### src/rtl/decode_stage.sv
// Two-entry (output + skid) RV32 ALU decode stage with registered outputs.
// DECODE_STAGE_ILLEGAL_CHECK_EN enables illegal-instruction detection.
module decode_stage (
    input  logic        clock,
    input  logic        reset,
    input  logic        flush,
    input  logic        inst_valid,
    input  logic [31:0] inst,
    output logic        inst_ready,
    output logic        dec_valid,
    input  logic        dec_ready,
    output logic [2:0]  funct3,
    output logic [6:0]  funct7,
    output logic        opImm,
    output logic [4:0]  rs1Addr,
    output logic [4:0]  rs2Addr,
    output logic [4:0]  rdAddr,
    output logic [31:0] immediateI,
    output logic        aluOp,
    output logic        illegal
);

    localparam logic [6:0] OPC_OPIMM = 7'b0010011;
    localparam logic [6:0] OPC_OP    = 7'b0110011;
    localparam logic [6:0] F7_ZERO   = 7'b0000000;
    localparam logic [6:0] F7_ALT    = 7'b0100000;

    typedef struct packed {
        logic [2:0]  funct3;
        logic [6:0]  funct7;
        logic        opImm;
        logic [4:0]  rs1;
        logic [4:0]  rs2;
        logic [4:0]  rd;
        logic [31:0] imm;
        logic        aluOp;
        logic        illegal;
    } dec_t;

    dec_t w_dec;
    dec_t r_out;
    dec_t r_skid;
    logic r_out_v;
    logic r_skid_v;
    logic r_rdy;

    logic [6:0] w_opc;
    logic [2:0] w_f3;
    logic [6:0] w_f7;
    logic       w_is_op;
    logic       w_is_opimm;
    logic       w_acc;
    logic       w_take;

    assign w_opc      = inst[6:0];
    assign w_f3       = inst[14:12];
    assign w_f7       = inst[31:25];
    assign w_is_op    = (w_opc == OPC_OP);
    assign w_is_opimm = (w_opc == OPC_OPIMM);

    always_comb begin
        w_dec         = '0;
        w_dec.funct3  = w_f3;
        w_dec.funct7  = w_f7;
        w_dec.rd      = inst[11:7];
        w_dec.rs1     = inst[19:15];
        w_dec.rs2     = inst[24:20];
        w_dec.imm     = {{20{inst[31]}}, inst[31:20]};
        w_dec.opImm   = w_is_opimm;
`ifdef DECODE_STAGE_ILLEGAL_CHECK_EN
        w_dec.illegal = !(w_is_op || w_is_opimm)
            || (w_is_op && w_f7 != F7_ZERO && w_f7 != F7_ALT)
            || (w_is_op && w_f7 == F7_ALT
                && w_f3 != 3'b000 && w_f3 != 3'b101)
            || (w_is_opimm && w_f3 == 3'b001 && w_f7 != F7_ZERO)
            || (w_is_opimm && w_f3 == 3'b101
                && w_f7 != F7_ZERO && w_f7 != F7_ALT);
        w_dec.aluOp   = (w_is_op || w_is_opimm) && !w_dec.illegal;
`else
        w_dec.illegal = 1'b0;
        w_dec.aluOp   = w_is_op || w_is_opimm;
`endif
    end

    assign w_acc  = inst_valid && r_rdy;
    assign w_take = !r_out_v || dec_ready;

    // skid entry always has priority over a new beat so order is kept
    always_ff @(posedge clock) begin
        if (!reset) begin
            r_out    <= '0;
            r_skid   <= '0;
            r_out_v  <= 1'b0;
            r_skid_v <= 1'b0;
            r_rdy    <= 1'b1;
        end else if (flush) begin
            r_out_v  <= 1'b0;
            r_skid_v <= 1'b0;
            r_rdy    <= 1'b1;
        end else if (w_take) begin
            if (r_skid_v) begin
                r_out    <= r_skid;
                r_out_v  <= 1'b1;
                r_skid_v <= 1'b0;
                r_rdy    <= 1'b1;
            end else if (w_acc) begin
                r_out   <= w_dec;
                r_out_v <= 1'b1;
            end else begin
                r_out_v <= 1'b0;
            end
        end else if (w_acc) begin
            r_skid   <= w_dec;
            r_skid_v <= 1'b1;
            r_rdy    <= 1'b0;
        end
    end

    assign inst_ready = r_rdy;
    assign dec_valid  = r_out_v;
    assign funct3     = r_out.funct3;
    assign funct7     = r_out.funct7;
    assign opImm      = r_out.opImm;
    assign rs1Addr    = r_out.rs1;
    assign rs2Addr    = r_out.rs2;
    assign rdAddr     = r_out.rd;
    assign immediateI = r_out.imm;
    assign aluOp      = r_out.aluOp;
    assign illegal    = r_out.illegal;

endmodule

### config.mk
export PLATFORM = sky130hd
export DESIGN_NAME = decode_stage
export DESIGN_NICKNAME = d
export VERILOG_FILES = /design/src/rtl/decode_stage.sv
export SDC_FILE = /design/constraint.sdc
export NUM_CORES = 1
export LEC_CHECK = 0
export CORE_MARGIN = 5
export CORE_UTILIZATION = 40
export DETAILED_ROUTE_END_ITERATION = 6
export GPL_ROUTABILITY_DRIVEN = 0
export HOLD_SLACK_MARGIN = 0.08
export PLACE_DENSITY_LB_ADDON = 0.05
export SLEW_MARGIN = 20
export SYNTH_ARGS = -nofsm -noshare
export SYNTH_HDL_FRONTEND = slang
export SYNTH_SLANG_ARGS = --single-unit
### constraint.sdc
create_clock -name clock -period 1.2 [get_ports clock]
set_input_delay 0.24 -clock clock [delete_from_list [all_inputs] [get_ports clock]]
set_output_delay 0.24 -clock clock [all_outputs]
set_load 0.1 [all_outputs]
# ---- After elaboration in Yosys (flattened, before gate mapping)
# Index checks and enable logic that the tools add are counted.
dict set report totals {
  regBits 102
  output_inout_bits 62
  inputBits 37
  elab_cells 44
}
dict set report classes {
  bitwise 3
  muxes 7
  n_eq_ne 3
  n_reduce_logical 11
}
# operator n
set ops {}
lappend ops {{$mux 60} 2}
lappend ops {{$eq 7x5->1 const B} 1}
lappend ops {{$eq 7x6->1 const B} 1}
lappend ops {{$reduce_and 3->1} 2}
lappend ops {{$mux 1} 5}
lappend ops {{$reduce_bool 2->1} 2}
lappend ops {{$not 1->1} 3}
lappend ops {{$reduce_or 3->1} 1}
lappend ops {{$logic_or 1x1->1} 2}
lappend ops {{$ne 2x2->1 const B} 1}
lappend ops {{$reduce_and 2->1} 1}
lappend ops {{$reduce_or 2->1} 1}
lappend ops {{$logic_and 1x1->1} 1}
lappend ops {{$logic_not 1->1} 1}

# ---- Depth between registers and ports, before layout
dict set report logic_depth {
  word_depth 4
  mapped_depth 6
  mapped_depth_nobuf 4
}

# ---- Worst setup path after synthesis
# OpenSTA, ideal clock, no wires.
dict set report synth_timing {
  path_type {reg2reg}
  from {register r_rdy, in the netlist inst_ready}
  to {register r_out, in the netlist funct7[0]}
  n_path_buf 1
  path_slack_ns -0.835
  path_stages_with_launch 6
  arrival_ns 1.955
  setup_time_ns 0.081
  required_ns 1.119
  period_less_slack_ns 2.035
  cell_sequence {dfxtp_1 a21oi_2 nor3_4 buf_6 nor2_1 a211oi_2}
}
dict set report synth_between {
  elab_chain_cells 3
}
# element line_no
set synth_lines {}
lappend synth_lines {{from (decl)} 45} ;# logic r_rdy;
lappend synth_lines {{from (signal assigned)} 95} ;# r_rdy <= 1'b1;
lappend synth_lines {{from (signal assigned)} 99} ;# r_rdy <= 1'b1;
lappend synth_lines {{from (signal assigned)} 105} ;# r_rdy <= 1'b1;
lappend synth_lines {{$logic_and 1x1->1} 85} ;# assign w_acc = inst_valid && r_rdy;
lappend synth_lines {{$reduce_bool 2->1 (no source line)} n/a}
lappend synth_lines {{$reduce_and 3->1 (no source line)} n/a}
lappend synth_lines {{to (signal assigned)} 102} ;# r_out <= r_skid;
lappend synth_lines {{to (signal assigned)} 107} ;# r_out <= w_dec;
lappend synth_lines {{to (decl)} 41} ;# dec_t r_out;
# Every way passes these cells.
# A chain may end at the register's enable or synchronous reset.

# ---- Worst setup path in the final report
dict set report layout_timing {
  from {register r_out_v, in the netlist dec_valid}
  to {register r_out, in the netlist rs1Addr[0]}
}
dict set report layout_between {
  elab_chain_cells 3
}
# element line_no
set layout_lines {}
lappend layout_lines {{from (decl)} 43} ;# logic r_out_v;
lappend layout_lines {{from (signal assigned)} 93} ;# r_out_v <= 1'b0;
lappend layout_lines {{from (signal assigned)} 97} ;# r_out_v <= 1'b0;
lappend layout_lines {{from (signal assigned)} 103} ;# r_out_v <= 1'b1;
lappend layout_lines {{$logic_not 1->1} 86} ;# assign w_take = !r_out_v || dec_ready;
lappend layout_lines {{$logic_or 1x1->1} 86}
lappend layout_lines {{$reduce_and 3->1 (no source line)} n/a}
# Every way passes these cells.

==> results.md <==
* Port Buffer Count at 97
* Reg-to-reg startpoint: dec_valid
* Final setup viols at 78
* Synth Instances at 261
* Largest cells by area after synthesis: dfxtp_1 41%, mux2i_1 18%, buf_4 9.8%
* RSZ-0062 raised after global routing: yes
* Initial antenna violation count at 0
* Final core occ at 74.0%
* Largest net degree at the start of global routing at 29
* Synth Area per Inst at 10.6 sq um
* Routed len/inst at 15.8 um
* Initial Util at 40.8%
* CP Max Fanout at 5
* Antenna-violating nets left at 0
* Area share of the largest cell type after synthesis at 41.4%
* Synthesized Nets at 298
* Post-synthesis cell type with the largest combined area: dfxtp_1
* Tmin final at 1.38 ns
* Worst Hold Launch: dec_ready
* Placeable Area at 6760 sq um
* P&R area growth vs syn at 81.5%
* Status: finished with violations
* Die ar. at 8650 sq um
* Final setup margin at -0.180 ns
* Vias per Instance at 4.87
* Fmax at 725 MHz
* Dpl hpwl at 4.52 mm
* Total clock buffers created by CTS at 9
* R2R cell count at 7
* Hold EP: r_skid_v
* Final wirelength at 7.04 mm
* CTS tree: built
* First-pass GRT wire length at 11.4 mm
* Count leader, synth: dfxtp_1
* Required @ worst endpoint at 1.45 ns
* Site Rows at 30
* Hold Path Depth at 4
* Unique cell type count in the Yosys netlist at 34
* Worst setup SP type: flop
* FF-to-FF setup slack at -0.18 ns
* Root Driver: clkbuf_8
* VDD IR max at 0.797 mV
* Period utilization at 115%
* Slew Limit Fails at 0
* Setup CP Type: reg2reg
* Reg2reg end: rs1Addr[0]
* Pleak at 1.84 nW
* Commonest cells in the netlist: 57 x dfxtp_1, 50 x mux2i_1, 40 x nor2_1
* Crit path from: dec_valid
* Vias in the first global route at 2,280
* Io pins at 99
* Ant. Diodes at 0
* Die X at 93.0 um
* PwrDens at 1180 nW/um^2
* Design area at 5000 sq um
* Post-synthesis sequential area ratio at 41.4%
* Hold buffer count at CTS at 0
* Crit end category: flop
* Layout cells sized above 1 at 51.8%
* Grt ovf at 0
* DIE HEIGHT at 93.0 um
* Routed vias at 2,169
* Hold Fails Final Rpt at 0
* Post-Place Worst Slack at -0.553 ns
* # fillers at 456
* Clk slew on worst S/H paths at 0.06 ns
* H-tree lvl count at 3
* FF+latch count, synth at 57
* Power, Total at 5.91 mW
* Synth warn at 0
* Remaining DRCs at 0
* Insertion delay to the later sink of the worst-skew pair at 0.33 ns
* Cell area after synthesis at 2760 sq um
* CTS max path bufs at 2
* GRT Total Usage at 16.7%
* # Max-Cap Violations at 0
* Synth Flop Type: dfxtp_1
* Worst hold path type: in2reg
* Clock Skew at 0.00599 ns
* Post-DP Area at 4370 sq um
* Share of synthesized flip-flops with an asynchronous set or reset at 0%
* Post-synth EDFFs at 0
* DRT iter0 DRCs at 54
* CTS sink cnt at 57
* First drt pass iteration count at 4
* Final net count at 397
* CP Data Arrival Time at 1.63 ns
* Failing checks: setup timing
state kept, by name, summed over array words and instances (netlist names):
name        flops
rs2Addr         4
funct7          6
rs1Addr         5
aluOp           1
funct3          3
dec_valid       1
opImm           1
r_skid         27
immediateI      2
inst_ready      1
r_skid_v        1
rdAddr          5
cell usage in the layout (no fill, tap or decap), types with 2 or more instances in the layout:
cell,synthesis,layout
buf_16,0,12
buf_4,36,11
clkbuf_8,3,10
clkbuf_16,0,3
a21oi_1,5,4
nor3_4,1,2
buf_6,2,11
mux2i_1,50,49
nor2_4,0,3
a211oi_2,21,24
dlygate4sd2_1,0,3
buf_12,0,62
clkinv_2,0,3
dfxtp_4,0,14
dfxtp_1,57,39
clkdlybuf4s50_1,0,33
buf_8,3,2
nor2_2,12,15
nor2_1,40,34
dfxtp_2,0,4
nand2b_1,2,2
worst max-delay path by stage:
stage                                 to  slack [ns]  depth (start not counted)
after CTS                 immediateI[23]       -0.18                          2
after floorplan                    opImm       -0.30                          5
after global routing          rs1Addr[0]       -0.24                          7
final                         rs1Addr[0]       -0.18                          7
after global placement        rs2Addr[1]       -0.53                          7
after detailed placement      rs2Addr[3]       -0.55                          7
routing by layer:
metal / share of wire, % / global-route usage, % / wire length (um) / up-vias
li1: - / - / - / 1063
met1: 42 / 20.2 / 2940 / 1037
met2: 52 / 28.3 / 3660 / 57
met3: 4.5 / 4.26 / 317 / 12
met4: 1.8 / 6.59 / 129 / 0
met5: 0 / 0 / 0 / -
through the flow:
| stage | hold WS [ns] | TNS [ns] | std cells |
|---|---|---|---|
| CTS | 0.451 | -8.54 | 442 |
| floorplan | 0.378 | -16.22 | 261 |
| global placement | 0.460 | -26.98 | 413 |
| finish | 0.480 | -8.18 | 445 |
| global route | 0.488 | -12.47 | 445 |
| detailed placement | 0.477 | -28.12 | 413 |
worst max-delay path, stage by stage, from the launching register on:
cell	delay [ns]
dfxtp_4	0.36
and2b_4	0.18
nor3_4	0.20
buf_6	0.17
buf_12	0.11
buf_8	0.11
nor2_2	0.04
a211oi_2	0.13
layout make-up:
| class | count | area, sq um | share of cell area (%) |
|---|---|---|---|
| Tap cell | 80 | 100 | 2.00 |
| Timing Repair Buffer | 137 | 2240 | 44.8 |
| Sequential cell | 57 | 1200 | 24.0 |
| Clock buffer | 11 | 141 | 2.83 |
| Inverter | 2 | 7.51 | 0.150 |
| Clock inverter | 5 | 31.3 | 0.625 |
| Multi-Input combinational cell | 153 | 1280 | 25.7 |
cell families after synthesis:
| family | after synthesis | share of synthesized area, % |
|---|---|---|
| AOI/OAI and AO/OA | 34 | 12.4 |
| buffers and inverters | 51 | 14.9 |
| DFF | 57 | 41.4 |
| muxes | 52 | 19.0 |
| other | 1 | 0.136 |
| and+or+nand+nor | 66 | 12.1 |
repair_timing:
action                                  in CTS  in global routing
endpoints found under the setup margin      80                 79
gates cloned                                 6                  3
pin swaps                                    7                  2
resized for setup                           39                 14
buffers inserted                             7                  2
where the power goes:
part,leakage (nW),internal [mW],switching (mW)
Combinational,1.27,0.920,1.38
Clock,0.0891,0.797,0.740
Sequential,0.475,1.96,0.109
(Power assumes the default switching activity.)
